**config.mk**
```make
export PLATFORM = sky130hd
export DESIGN_NAME = rram_row_sequencer
export DESIGN_NICKNAME = d
export VERILOG_FILES = /design/src/rtl/rram_row_sequencer.sv
export SDC_FILE = /design/constraint.sdc
export NUM_CORES = 1
export LEC_CHECK = 0
export ABC_AREA = 1
export BUFFER_PORTS_ARGS = -buffer_cell sky130_fd_sc_hd__buf_2
export CAP_MARGIN = 20
export CORE_MARGIN = 8
export CORE_UTILIZATION = 28
export DETAILED_ROUTE_END_ITERATION = 12
export PLACE_DENSITY_LB_ADDON = 0.2
export SETUP_SLACK_MARGIN = 0.5
export SLEW_MARGIN = 20
export SYNTH_ARGS = -nofsm -noshare
export SYNTH_HDL_FRONTEND = slang
export SYNTH_SLANG_ARGS = --single-unit
```
**constraint.sdc**
```tcl
create_clock -name clk -period 2 [get_ports clk]
set_clock_uncertainty 0.1 [all_clocks]
set_input_delay 0.2 -clock clk [delete_from_list [all_inputs] [get_ports clk]]
set_output_delay 0.2 -clock clk [all_outputs]
set_load 0.01 [all_outputs]
```
**src/rtl/rram_row_sequencer.sv**
```systemverilog
// -----------------------------------------------------------------------------
// rram_row_sequencer
//   Sequences the wordline, bitline-level and Dback controls of a ROWS-row RRAM
//   crossbar column. One command at a time (CLEAR, PROGRAM, INFER, BACKPROP) is
//   accepted over a valid/ready handshake. PROGRAM turns the weight code into a
//   set pulse of weight*PULSE_UNIT cycles. The per-row wordline enables are
//   persistent: a cell keeps its conductance only while its wordline is high.
//
// Optional feature (compile-time macro RRAM_WEAR_CNT_EN):
//   adds wear_cnt, one saturating 8-bit PROGRAM counter per row.
//
// Ports
//   clk          system clock
//   rst          asynchronous, active-high reset (clears every cell)
//   cmd_valid    command request
//   cmd_ready    high only while idle
//   cmd_op       0=CLEAR 1=PROGRAM 2=INFER 3=BACKPROP
//   cmd_row      target row
//   cmd_weight   weight code (PROGRAM only)
//   wl           wordline enables (persistent register)
//   bl_level     0=0 V, 1=back level, 2=set level (3 never driven)
//   dback        back-propagation enable
//   infer_valid  one-cycle pulse: cell output may be sampled
//   done         one-cycle pulse at the end of every accepted command
//   err          one-cycle pulse with done when the command was rejected
//   wear_cnt     {row3..row0} 8-bit program counters (RRAM_WEAR_CNT_EN only)
// -----------------------------------------------------------------------------
module rram_row_sequencer #(
  parameter int ROWS       = 4,
  parameter int WW         = 6,
  parameter int PULSE_UNIT = 1,
  parameter int SETTLE     = 3,
  parameter int BP_CYC     = 2,
  parameter int CLR_CYC    = 4
) (
  input  logic                    clk,
  input  logic                    rst,
  input  logic                    cmd_valid,
  output logic                    cmd_ready,
  input  logic [1:0]              cmd_op,
  input  logic [$clog2(ROWS)-1:0] cmd_row,
  input  logic [WW-1:0]           cmd_weight,
  output logic [ROWS-1:0]         wl,
  output logic [1:0]              bl_level,
  output logic                    dback,
  output logic                    infer_valid,
  output logic                    done,
  output logic                    err
`ifdef RRAM_WEAR_CNT_EN
  ,
  output logic [ROWS*8-1:0]       wear_cnt
`endif
);

  localparam int RW        = $clog2(ROWS);
  localparam int PULSE_MAX = ((1 << WW) - 1) * PULSE_UNIT;
  localparam int MAX_A     = (SETTLE > CLR_CYC) ? SETTLE : CLR_CYC;
  localparam int MAX_B     = (BP_CYC > PULSE_MAX) ? BP_CYC : PULSE_MAX;
  localparam int MAX_CNT   = (MAX_A > MAX_B) ? MAX_A : MAX_B;
  localparam int CNT_W     = $clog2(MAX_CNT + 1);

  // Phase counters are loaded with length-1 and count down to zero.
  localparam logic [CNT_W-1:0] ONE       = CNT_W'(1);
  localparam logic [CNT_W-1:0] SETTLE_LD = CNT_W'(SETTLE - 1);
  localparam logic [CNT_W-1:0] BP_LD     = CNT_W'(BP_CYC - 1);
  localparam logic [CNT_W-1:0] CLR_LD    = CNT_W'(CLR_CYC - 1);

  typedef enum logic [1:0] {
    OP_CLEAR    = 2'd0,
    OP_PROGRAM  = 2'd1,
    OP_INFER    = 2'd2,
    OP_BACKPROP = 2'd3
  } op_e;

  typedef enum logic [3:0] {
    S_IDLE, S_WL_SET, S_SETTLE_W, S_PULSE, S_SETTLE_P,
    S_CLR_LOW, S_READ, S_BP_LVL, S_DONE
  } state_e;

  state_e            state_q, state_d;
  logic [CNT_W-1:0]  cnt_q, cnt_d;
  op_e               op_q, op_d;
  logic [RW-1:0]     row_q, row_d;
  logic [WW-1:0]     weight_q, weight_d;
  logic              rej_q, rej_d;
  logic [ROWS-1:0]   wl_q, wl_d;
  logic [CNT_W-1:0]  pulse_len;

  assign pulse_len = CNT_W'(weight_q) * CNT_W'(PULSE_UNIT);
  assign wl        = wl_q;

  always_comb begin
    // NOTE: every signal written here gets a default first; a path that left
    // one unassigned would infer a latch.
    state_d     = state_q;
    cnt_d       = cnt_q;
    op_d        = op_q;
    row_d       = row_q;
    weight_d    = weight_q;
    rej_d       = rej_q;
    wl_d        = wl_q;
    cmd_ready   = 1'b0;
    bl_level    = 2'd0;
    dback       = 1'b0;
    infer_valid = 1'b0;
    done        = 1'b0;
    err         = 1'b0;

    case (state_q)
      S_IDLE: begin
        cmd_ready = 1'b1;
        if (cmd_valid) begin
          op_d     = op_e'(cmd_op);
          row_d    = cmd_row;
          weight_d = cmd_weight;
          rej_d    = 1'b0;
          case (op_e'(cmd_op))
            OP_CLEAR: begin
              state_d       = S_CLR_LOW;
              cnt_d         = CLR_LD;
              wl_d[cmd_row] = 1'b0;
            end
            OP_PROGRAM: begin
              // An already-enabled row is cleared first so no stale
              // conductance survives into the new weight.
              if (wl_q[cmd_row]) begin
                state_d       = S_CLR_LOW;
                cnt_d         = CLR_LD;
                wl_d[cmd_row] = 1'b0;
              end else begin
                state_d       = S_WL_SET;
                wl_d[cmd_row] = 1'b1;
              end
            end
            default: begin  // INFER, BACKPROP
              if (!wl_q[cmd_row]) begin
                // Rejected: one quiet cycle (bitline at 0, no dback) then DONE.
                rej_d   = 1'b1;
                state_d = S_READ;
                cnt_d   = '0;
              end else if (op_e'(cmd_op) == OP_INFER) begin
                state_d = S_READ;
                cnt_d   = SETTLE_LD;
              end else begin
                state_d = S_BP_LVL;
                cnt_d   = BP_LD;
              end
            end
          endcase
        end
      end

      S_WL_SET: begin
        state_d = S_SETTLE_W;
        cnt_d   = SETTLE_LD;
      end

      S_SETTLE_W: begin
        if (cnt_q != '0) begin
          cnt_d = cnt_q - ONE;
        end else if (pulse_len == '0) begin
          state_d = S_DONE;  // zero weight: row enabled, no set pulse
        end else begin
          state_d = S_PULSE;
          cnt_d   = pulse_len - ONE;
        end
      end

      S_PULSE: begin
        bl_level = 2'd2;
        if (cnt_q != '0) begin
          cnt_d = cnt_q - ONE;
        end else begin
          state_d = S_SETTLE_P;
          cnt_d   = SETTLE_LD;
        end
      end

      S_SETTLE_P: begin
        // After a back-propagation the enable is held one cycle past the
        // level's fall so that fall never acts as a dback-qualified edge.
        dback = (op_q == OP_BACKPROP) && (cnt_q == SETTLE_LD);
        if (cnt_q != '0) cnt_d = cnt_q - ONE;
        else             state_d = S_DONE;
      end

      S_CLR_LOW: begin
        if (cnt_q != '0) begin
          cnt_d = cnt_q - ONE;
        end else if (op_q == OP_PROGRAM) begin
          state_d     = S_WL_SET;
          wl_d[row_q] = 1'b1;
        end else begin
          state_d = S_DONE;
        end
      end

      S_READ: begin
        infer_valid = !rej_q && (cnt_q == '0);
        if (cnt_q != '0) cnt_d = cnt_q - ONE;
        else             state_d = S_DONE;
      end

      S_BP_LVL: begin
        bl_level = 2'd1;
        dback    = 1'b1;
        if (cnt_q != '0) begin
          cnt_d = cnt_q - ONE;
        end else begin
          state_d = S_SETTLE_P;
          cnt_d   = SETTLE_LD;
        end
      end

      S_DONE: begin
        done    = 1'b1;
        err     = rej_q;
        state_d = S_IDLE;
      end

      default: state_d = S_IDLE;
    endcase
  end

  // NOTE: state uses non-blocking assignments so every flop samples the
  // pre-edge values regardless of statement order.
  always_ff @(posedge clk or posedge rst) begin
    if (rst) begin
      state_q  <= S_IDLE;
      cnt_q    <= '0;
      op_q     <= OP_CLEAR;
      row_q    <= '0;
      weight_q <= '0;
      rej_q    <= 1'b0;
      wl_q     <= '0;
    end else begin
      state_q  <= state_d;
      cnt_q    <= cnt_d;
      op_q     <= op_d;
      row_q    <= row_d;
      weight_q <= weight_d;
      rej_q    <= rej_d;
      wl_q     <= wl_d;
    end
  end

`ifdef RRAM_WEAR_CNT_EN
  logic [7:0] wear_q [ROWS];
  logic [7:0] wear_d [ROWS];

  always_comb begin
    for (int r = 0; r < ROWS; r++) begin
      wear_d[r] = wear_q[r];
      if (cmd_valid && cmd_ready && (op_e'(cmd_op) == OP_PROGRAM) &&
          (cmd_row == RW'(r)) && (wear_q[r] != 8'hFF))
        wear_d[r] = wear_q[r] + 8'd1;
    end
  end

  // NOTE: this small counter array is reset because its contents are visible
  // state; a bulk storage array would normally be left unreset.
  always_ff @(posedge clk or posedge rst) begin
    if (rst) begin
      for (int r = 0; r < ROWS; r++) wear_q[r] <= '0;
    end else begin
      for (int r = 0; r < ROWS; r++) wear_q[r] <= wear_d[r];
    end
  end

  for (genvar g = 0; g < ROWS; g++) begin : g_wear
    assign wear_cnt[g*8 +: 8] = wear_q[g];
  end
`endif

endmodule
```
==> impl_metrics.tcl, run 1 <==
set metrics [dict create \
    status "completed" \
    fin_util_pct 41.6 \
    dieArea_sq_mm 0.00980 \
    post_drt_wl_per_cell_microns 13.8 \
    period_minus_slack_ns 1.84 \
    grt_first_pass_wirelength_mm 10.1 \
    period_share_pct 91.8 \
    drive_gt1_share_pct 36.3 \
    dp.cells 416 \
    cap_violations 0 \
    ys_top_cells_by_count "128 x nand2_1, 41 x inv_1, 28 x nand3_1, 25 x dfrtp_1, 23 x nor2_1" \
    htreeDepth 1 \
    tritoncts "built" \
    grt_pass1_vias 2125 \
    synth_nets 330 \
    slowest_delay_ns 0.43 \
    peakVddDrop_mv 0.214 \
    cts_root_buffer "clkbuf_8" \
    synthToLayoutAreaGrowth_pct 45.0 \
    synthFlopType "dfrtp_1" \
    n_antenna_cell 0 \
    rsz0062_at_grt "true" \
    setup_viol 0 \
    grt_overflow 0 \
    synth_area_sq_mm 0.00193 \
    yosysWarnings 0 \
    route.detailed.drc 0 \
    power.leakage_nw 1.54 \
    drv_slew 0 \
    yosysMostFrequentCell "nand2_1" \
    fillers 690 \
    arrival_ns 1.54 \
    synth_top_area_share_pct 32.4 \
    wirelength_mm 6.31 \
    max_slew_margin_pct 76.3 \
    drt_pass1_iterations 4 \
    antenna_left 0 \
    track_usage_pct 12.5 \
    layout.nets 395 \
    synth_seq_cells 25 \
    p_comb_share_pct 10.4 \
    grt_start_max_net_pins 26 \
    async_flop_share_pct 100 \
    cp_max_fo 3 \
    placementRows 30 \
    initial_core_util_pct 28.7 \
    rrSetupSlack_ns 0.29 \
    yosys-top-cells-area "dfrtp_1 32%, nand2_1 25%, inv_1 8.0%" \
    cts_buffer_depth 2 \
    worstMarginPinSlew_ns 0.355 \
    power_density_mw_per_mm2 344 \
    hpwl_mm 4.27 \
    drt_iter0_markers 78 \
    final-instance-count-excl-fill 457 \
    p_int_mw 0.696 \
    max_freq_mhz 544 \
    p_sw_mw 0.264 \
    setup_tns_ns 0 \
    clockPowerShare_pct 34.5 \
    clock_sinks 25 \
    seqPwrFrac_pct 55.1 \
    viasPerCell 4.87 \
    syn_inst 313 \
    synth-edff-count 0 \
    cts-buffers-inserted 3 \
    worstSetupPathType "register to primary output" \
    end_kind "primary output" \
    cp_slowest_cell "dfrtp_1" \
    ios 24 \
    portBuffers 23 \
    core-area_sq_mm 0.00672 \
    avgSynthCellArea_sq_um 6.16 \
    gp_congestion 0.849 \
    die_x_microns 99.0 \
    die_h_microns 99.0 \
    min_path_type "primary input to register" \
    clk_latency_ns 0.28 \
    antenna_found_initial 0 \
    ys_seq_area_share_pct 32.4 \
    synth_top_cell_by_area "dfrtp_1" \
    vias 2226 \
    path_clk_slew_ns 0.10 \
    required_ns 1.70 \
    synth.distinct_cells 29 \
    hold_viol 0 \
    setup.worst_path.start_class "register" \
    crit_chain "buf_4, ha_1, nand3_1, nor3_2, a31o_2, buf_2" \
    swShare_pct 27.5 \
]
==> routing by layer <==
metal,track usage (%),vias up,wire length [microns]
met5,0,-,0
met4,2.83,0,99
met3,2.61,10,246
met2,22.3,45,3240
met1,14.8,1060,2730
li1,-,1111,-
==> power by group through the flow <==
stage	combinational, mW	clock, mW	sequential (mW)
5_1_grt	0.114	0.369	0.532
4_1_cts	0.0881	0.347	0.529
6_report	0.100	0.332	0.529
3_5_place_dp	0.0852	0	0.539
3_3_place_gp	0.0853	0	0.539
2_1_floorplan	0.0530	0	0.536
==> metrics by stage <==
| stage | worst slack, ns | hold slack (ns) | cell area [sq um] | power [mW] |
|---|---|---|---|---|
| detailed placement | 0.290 | 0.190 | 2160 | 0.624 |
| global placement | 0.269 | 0.187 | 2160 | 0.624 |
| floorplan | 0.508 | 0.127 | 1940 | 0.589 |
| CTS | 0.184 | 0.0270 | 2460 | 0.964 |
| global route | 0.112 | 0.0200 | 2800 | 1.01 |
| finish | 0.163 | 0.0296 | 2800 | 0.961 |
==> final timing paths <==
path                                           endpoint  depth (start not counted)                   start
min in group asynchronous                     async pin                          4                     rst
worst max register to register     cnt_q[1]$_DFFE_PP0P_                          9  state_q[2]$_DFFE_PP0P_
worst min-delay path            weight_q[4]$_DFFE_PP0P_                          3           cmd_weight[4]
max in group asynchronous          cnt_q[2]$_DFFE_PP0P_                          4                     rst
worst min register to register      op_q[1]$_DFFE_PP0P_                          2     op_q[1]$_DFFE_PP0P_
worst max-delay path                              dback                          6    cnt_q[1]$_DFFE_PP0P_
==> placed cells by master (no fill, tap or decap), types with 2 or more instances in the layout <==
| cell type | instances |
|---|---|
| a21oi_1 | 5 |
| buf_2 | 21 |
| buf_4 | 31 |
| buf_6 | 10 |
| clkbuf_8 | 3 |
| dfrtp_1 | 22 |
| dfrtp_2 | 3 |
| ha_4 | 2 |
| inv_1 | 37 |
| inv_2 | 8 |
| inv_4 | 3 |
| nand2_1 | 107 |
| nand2_2 | 14 |
| nand2_4 | 9 |
| nand3_1 | 26 |
| nand3_2 | 2 |
| nand3_4 | 2 |
| nand3b_1 | 2 |
| nand4_1 | 2 |
| nor2_1 | 15 |
| nor2_2 | 6 |
| nor2_4 | 7 |
| nor3_2 | 3 |
| o21ai_0 | 6 |
| o21ai_1 | 12 |
| o21ai_2 | 4 |
==> cell type report <==
| class | instances | area [sq um] | area share [%] |
|---|---|---|---|
| multi-input cells | 236 | 1360 | 48.5 |
| flip-flops and latches | 25 | 629 | 22.5 |
| repair buffers | 64 | 475 | 17.0 |
| inverters | 48 | 188 | 6.71 |
| well taps | 80 | 100 | 3.58 |
| clock buffers | 3 | 41.3 | 1.48 |
| clock inverters | 1 | 7.51 | 0.268 |
==> what timing repair did <==
item | in CTS | in global routing
gates cloned | 2 | 1
pin swaps | 2 | 24
hold buffers | 1 | 0
gates resized for setup | 25 | 71
buffers inserted | 18 | 15
endpoints found under the hold margin | 25 | 0
setup endpoints to repair | 32 | 32
==> kinds of logic after synthesis <==
| kind of cell | share of synthesized area (%) |
|---|---|
| buffers and inverters | 10.5 |
| and+or+nand+nor | 45.0 |
| adders and majority gates | 2.60 |
| DFF | 32.4 |
| AOI/OAI and AO/OA | 8.50 |
| xor gates and xnor gates | 0.909 |
==> worst max-delay path: cells and delay by family (launching register included) <==
kind                       cells  cell delay (ns)
DFF                            1             0.43
and+or+nand+nor                2             0.18
buffers and inverters          2             0.28
AOI/OAI and AO/OA              1             0.19
adders and majority gates      1             0.17
Note: power is estimated with default switching activity, not from simulation.
==> run 2: changes to the inputs <==
--- a/config.mk
+++ b/config.mk
@@ -8,7 +8,6 @@
 export ABC_AREA = 1
 export BUFFER_PORTS_ARGS = -buffer_cell sky130_fd_sc_hd__buf_2
 export CAP_MARGIN = 20
-export CORE_MARGIN = 8
 export CORE_UTILIZATION = 28
 export DETAILED_ROUTE_END_ITERATION = 12
 export PLACE_DENSITY_LB_ADDON = 0.2
==> run 2 against run 1 <==
  * Hold slack better by 0.0069 ns
  * Worst setup slack worse by 0.022 ns
  * Via count is 4.3% lower
  * Final area up 4.3%
  * Routed wire length decreased by 4.1%
  * Register-to-register slack lost 0.07 ns
  * Die area decreased by 26%
  * Clock-buffer cell count grew 1
  * Cell count decreased by 1.1%
  * Largest power group unchanged
==> impl_metrics.tcl, run 2 (same netlist as run 1, synthesis figures left out) <==
set metrics [dict create \
    setup_viol 0 \
    status "completed" \
    setup_tns_ns 0 \
    cts_root_buffer "clkbuf_8" \
    placementRows 29 \
    peakVddDrop_mv 0.324 \
    vias 2131 \
    route.detailed.drc 0 \
    path_clk_slew_ns 0.10 \
    viasPerCell 4.71 \
    htreeDepth 1 \
    wirelength_mm 6.05 \
    slowest_delay_ns 0.42 \
    power.leakage_nw 1.56 \
    r2r-start "state_q[3]$_DFFE_PP0P_" \
    arrival_ns 1.56 \
    synthToLayoutAreaGrowth_pct 51.3 \
    rrSetupSlack_ns 0.22 \
    p_int_mw 0.699 \
    r2r.worst_path.cells 11 \
    die_h_microns 85.0 \
    end_kind "primary output" \
    grt_start_max_net_pins 26 \
    crit_chain "inv_2, ha_4, nand3_4, nor3_4, a31o_2, buf_6" \
    mostFrequentLayoutCell "nand2_1" \
    p_sw_mw 0.266 \
    track_usage_pct 16.7 \
    period_share_pct 92.9 \
    drive_gt1_share_pct 36.3 \
    hold_viol 0 \
    required_ns 1.70 \
    swShare_pct 27.5 \
    ios 24 \
    setup.worst_path.start "cnt_q[0]$_DFFE_PP0P_" \
    gp_congestion 0.827 \
    layout_common_cells "110 x nand2_1, 34 x inv_1, 25 x nand3_1, 25 x buf_4, 23 x dfrtp_1" \
    endpoint "dback" \
    grt_pass1_vias 2029 \
    setup.worst_path.start_class "register" \
    cap_violations 0 \
    rsz0062_at_grt "true" \
    max_freq_mhz 538 \
    tritoncts "built" \
    min_path_type "primary input to register" \
    clock_sinks 25 \
    cp_max_fo 4 \
    portBuffers 23 \
    final-instance-count-excl-fill 452 \
    initial_core_util_pct 29.7 \
    core-area_sq_mm 0.00649 \
    die_x_microns 85.0 \
    drv_slew 0 \
    cts_buffer_depth 2 \
    period_minus_slack_ns 1.86 \
    grt_overflow 0 \
    clk_latency_ns 0.28 \
    post_drt_wl_per_cell_microns 13.4 \
    layout.nets 393 \
    antenna_left 0 \
    fillers 652 \
    drt_pass1_iterations 6 \
    hold_path_depth 3 \
    p_comb_share_pct 10.8 \
    grt_first_pass_wirelength_mm 9.72 \
    seqPwrFrac_pct 55.0 \
    antenna_found_initial 0 \
    dp.cells 412 \
    power_density_mw_per_mm2 331 \
    worstMarginPinSlew_ns 0.352 \
    dieArea_sq_mm 0.00722 \
    hpwl_mm 3.97 \
    n_antenna_cell 0 \
    drt_iter0_markers 111 \
    cts-buffers-inserted 3 \
    cp_slowest_cell "dfrtp_1" \
    worstSetupPathType "register to primary output" \
    max_slew_margin_pct 76.5 \
    clockPowerShare_pct 34.2 \
]
run 2: how the worst min path moves through the flow:
stage / to / slack [ns] / start
2_1_floorplan: async pin / 0.13 / rst
3_3_place_gp: weight_q[1]$_DFFE_PP0P_ / 0.18 / rst
3_5_place_dp: row_q[1]$_DFFE_PP0P_ / 0.18 / rst
4_1_cts: weight_q[2]$_DFFE_PP0P_ / 0.02 / cmd_weight[2]
5_1_grt: weight_q[4]$_DFFE_PP0P_ / 0.04 / cmd_weight[4]
6_report: weight_q[2]$_DFFE_PP0P_ / 0.04 / cmd_weight[2]
run 2: area by class of cell:
class	instances	area, sq um	share of cell area [%]
Multi-Input combinational cell	236	1440	49.5
Sequential cell	25	628	21.5
Timing Repair Buffer	62	502	17.2
Inverter	48	203	6.95
Tap cell	77	96.3	3.30
Clock buffer	4	45.0	1.54
run 2: routing by layer:
metal,global-route usage [%],up-vias,part of all wire (%)
li1,-,1106,-
met1,23.7,980,47
met2,26.7,41,49
met3,2.92,4,3.4
met4,2.93,0,0.68
met5,0,-,0
run 2: timing repair:
action                     4_1_cts  5_1_grt
hold buffers                     1        0
setup endpoints to repair       32       32
pin swaps                        2       22
setup buffers                   15       17
hold endpoints to repair        25        0
gates resized for setup         31       84
cloned                           2        1
run 2: critical path: cells and delay by family, from the launching register on:
family | cells | cell delay [ns]
adders and majority gates | 1 | 0.16
DFF | 1 | 0.42
buffers and inverters | 2 | 0.23
and+or+nand+nor | 2 | 0.29
AOI/OAI and AO/OA | 1 | 0.18
run 2: stage by stage:
stage / area (sq um) / total power, mW / hold WS (ns) / utilization, % / setup slack, ns
after detailed placement: 2150 / 0.625 / 0.183 / 33.0 / 0.308
after floorplan: 1940 / 0.589 / 0.127 / - / 0.508
final: 2920 / 0.964 / 0.0364 / 44.9 / 0.141
after global routing: 2920 / 1.01 / 0.0418 / 44.9 / 0.0876
after global placement: 2150 / 0.623 / 0.179 / 33.0 / 0.315
after CTS: 2440 / 0.960 / 0.0218 / 37.6 / 0.151
run 2: power groups by stage:
stage               registers (mW)  logic, mW  clock network [mW]
floorplan                    0.536     0.0530                   0
global placement             0.539     0.0843                   0
finish                       0.530      0.104               0.330
CTS                          0.530     0.0911               0.339
detailed placement           0.539     0.0853                   0
global route                 0.532      0.119               0.356
==> run 3: changes to the inputs <==
--- a/config.mk
+++ b/config.mk
@@ -6,7 +6,7 @@
 export NUM_CORES = 1
 export LEC_CHECK = 0
 export ABC_AREA = 1
-export BUFFER_PORTS_ARGS = -buffer_cell sky130_fd_sc_hd__buf_2
+export BUFFER_PORTS_ARGS = -buffer_cell sky130_fd_sc_hd__buf_4
 export CAP_MARGIN = 20
 export CORE_UTILIZATION = 28
 export DETAILED_ROUTE_END_ITERATION = 12
==> run 3 against run 2 <==
  * The run now ends with DRC left
  * Sequential share of layout area rose by 0.66 points
  * Hold slack worse by 0.020 ns
  * Final area decreased by 2.4%
  * Sequential power about the same
  * Die area is the same
  * Global-route usage grew 0.56 points
  * Critical path type unchanged
  * Largest cell class unchanged
==> impl_metrics.tcl, run 3 (same netlist as run 1, synthesis figures left out) <==
set metrics [dict create \
    max_freq_mhz 552 \
    grt_overflow 0 \
    tritoncts "built" \
    dp_slack_ns 0.288 \
    setup.worst_path.start "cnt_q[0]$_DFFE_PP0P_" \
    vias 2165 \
    cts_root_buffer "clkbuf_8" \
    drt_pass1_iterations 8 \
    failed_checks "DRC" \
    antenna_left 0 \
    hold_path_depth 3 \
    htreeDepth 1 \
    n_antenna_cell 0 \
    r2r-start "state_q[2]$_DFFE_PP0P_" \
    clockPowerShare_pct 33.9 \
    synthToLayoutAreaGrowth_pct 47.7 \
    layout_common_cells "114 x nand2_1, 49 x buf_4, 35 x inv_1, 24 x nand3_1, 20 x dfrtp_1" \
    mostFrequentLayoutCell "nand2_1" \
    min_path_type "primary input to register" \
    power.leakage_nw 1.53 \
    end_kind "primary output" \
    arrival_ns 1.51 \
    clk_latency_ns 0.28 \
    worstMarginPinSlew_ns 0.347 \
    grt_start_max_net_pins 26 \
    p_comb_share_pct 11.0 \
    core-area_sq_mm 0.00649 \
    initial_core_util_pct 29.7 \
    path_clk_slew_ns 0.10 \
    setup_viol 0 \
    seq_area_sq_um 632 \
    cp_slowest_cell "dfrtp_1" \
    track_usage_pct 17.2 \
    setup_ws_ns 0.187 \
    final_area_sq_mm 0.00285 \
    layout.nets 393 \
    required_ns 1.70 \
    post_drt_wl_per_cell_microns 13.1 \
    portBuffers 23 \
    period_minus_slack_ns 1.81 \
    slowest_delay_ns 0.41 \
    route.detailed.drc 1 \
    period_share_pct 90.6 \
    setup_tns_ns 0 \
    die_h_microns 85.0 \
    swShare_pct 27.2 \
    wirelength_mm 5.92 \
    placed_area_sq_mm 0.00220 \
    grt_first_pass_wirelength_mm 9.93 \
    clock_sinks 25 \
    p_int_mw 0.699 \
    cts-buffers-inserted 3 \
    setup.worst_path.start_class "register" \
    die_x_microns 85.0 \
    fillers 642 \
    viasPerCell 4.79 \
    grt_pass1_vias 2089 \
    dieArea_sq_mm 0.00722 \
    cap_violations 0 \
    antenna_found_initial 0 \
    peakVddDrop_mv 0.217 \
    p_sw_mw 0.262 \
    placementRows 29 \
    status "complete, but fails checks" \
    seqPwrFrac_pct 55.2 \
    crit_chain "inv_2, ha_2, nand3_2, nor3_4, a31o_2, buf_4" \
    fin_util_pct 43.8 \
    hp-start "cmd_weight[1]" \
    cts_buffer_depth 2 \
    cp_max_fo 3 \
    max_slew_margin_pct 76.8 \
    hold_viol 0 \
    power_density_mw_per_mm2 337 \
    rsz0062_at_grt "true" \
    drive_gt1_share_pct 35.2 \
    ios 24 \
    multi_input_area_sq_mm 0.00137 \
    r2r.worst_path.cells 10 \
    gp_congestion 0.870 \
    drt_iter0_markers 65 \
    hpwl_mm 4.03 \
    worstSetupPathType "register to primary output" \
    drv_slew 0 \
]
-- run 3: cell types whose count changed in the layout (fill, tap and decap cells not counted), sizes merged --
cell | before | now
clkbuf | 4 | 3
inv | 47 | 48
-- run 3: area by class of cell --
cell class / instances / share of cell area [%]
repair buffers: 62 / 18.0
clock buffers: 3 / 1.45
well taps: 77 / 3.38
flip-flops and latches: 25 / 22.2
inverters: 48 / 6.77
multi-input cells: 236 / 48.0
clock inverters: 1 / 0.176
-- run 3: path summary, 6_finish.rpt --
check / endpoint / slack [ns]
max: dback / 0.19
min: weight_q[1]$_DFFE_PP0P_ / 0.02
max reg2reg: register / 0.36
min reg2reg: weight_q[1]$_DFFE_PP0P_ / 0.46
max in group asynchronous: state_q[2]$_DFFE_PP0P_ / 1.09
min in group asynchronous: row_q[0]$_DFFE_PP0P_ / 0.43
-- run 3: worst max-delay path: cells and delay by family (launching register included) --
| kind | cells | cell delay, ns |
|---|---|---|
| AO/OA/AOI/OAI | 1 | 0.17 |
| adder cells (fa/ha/maj) | 1 | 0.19 |
| buffers and inverters | 2 | 0.21 |
| flip-flops | 1 | 0.41 |
| AND/OR/NAND/NOR | 2 | 0.26 |
-- run 3: through the flow --
| stage | instances | total power [mW] | hold slack [ns] |
|---|---|---|---|
| 3_3_place_gp | 412 | 0.631 | 0.193 |
| 4_1_cts | 442 | 0.976 | 0.0276 |
| 5_1_grt | 452 | 1.02 | 0.0228 |
| 6_report | 452 | 0.960 | 0.0161 |
| 3_5_place_dp | 412 | 0.632 | 0.195 |
| 2_1_floorplan | 313 | 0.589 | 0.127 |
-- run 3: power groups by stage --
stage / clock [mW] / combinational (mW) / sequential, mW
floorplan: 0 / 0.0530 / 0.536
global placement: 0 / 0.0924 / 0.539
detailed placement: 0 / 0.0923 / 0.539
CTS: 0.341 / 0.104 / 0.530
global route: 0.366 / 0.119 / 0.532
finish: 0.325 / 0.105 / 0.530
-- run 3: repair_timing --
| item | in CTS | in global routing |
|---|---|---|
| cloned | 3 | 0 |
| pin swaps | 11 | 18 |
| setup endpoints to repair | 32 | 32 |
| setup buffers | 22 | 10 |
| hold buffers | 1 | 0 |
| resized for setup | 76 | 20 |
| endpoints found under the hold margin | 25 | 0 |
-- run 3: per-layer routing --
metal  track usage, %  vias to the layer above  wire length, microns
met2             29.3                       35                  2910
li1                 -                     1106                     -
met5                0                        -                     0
met4             4.16                        0                    52
met3             1.56                        5                   144
met1             23.5                     1019                  2810
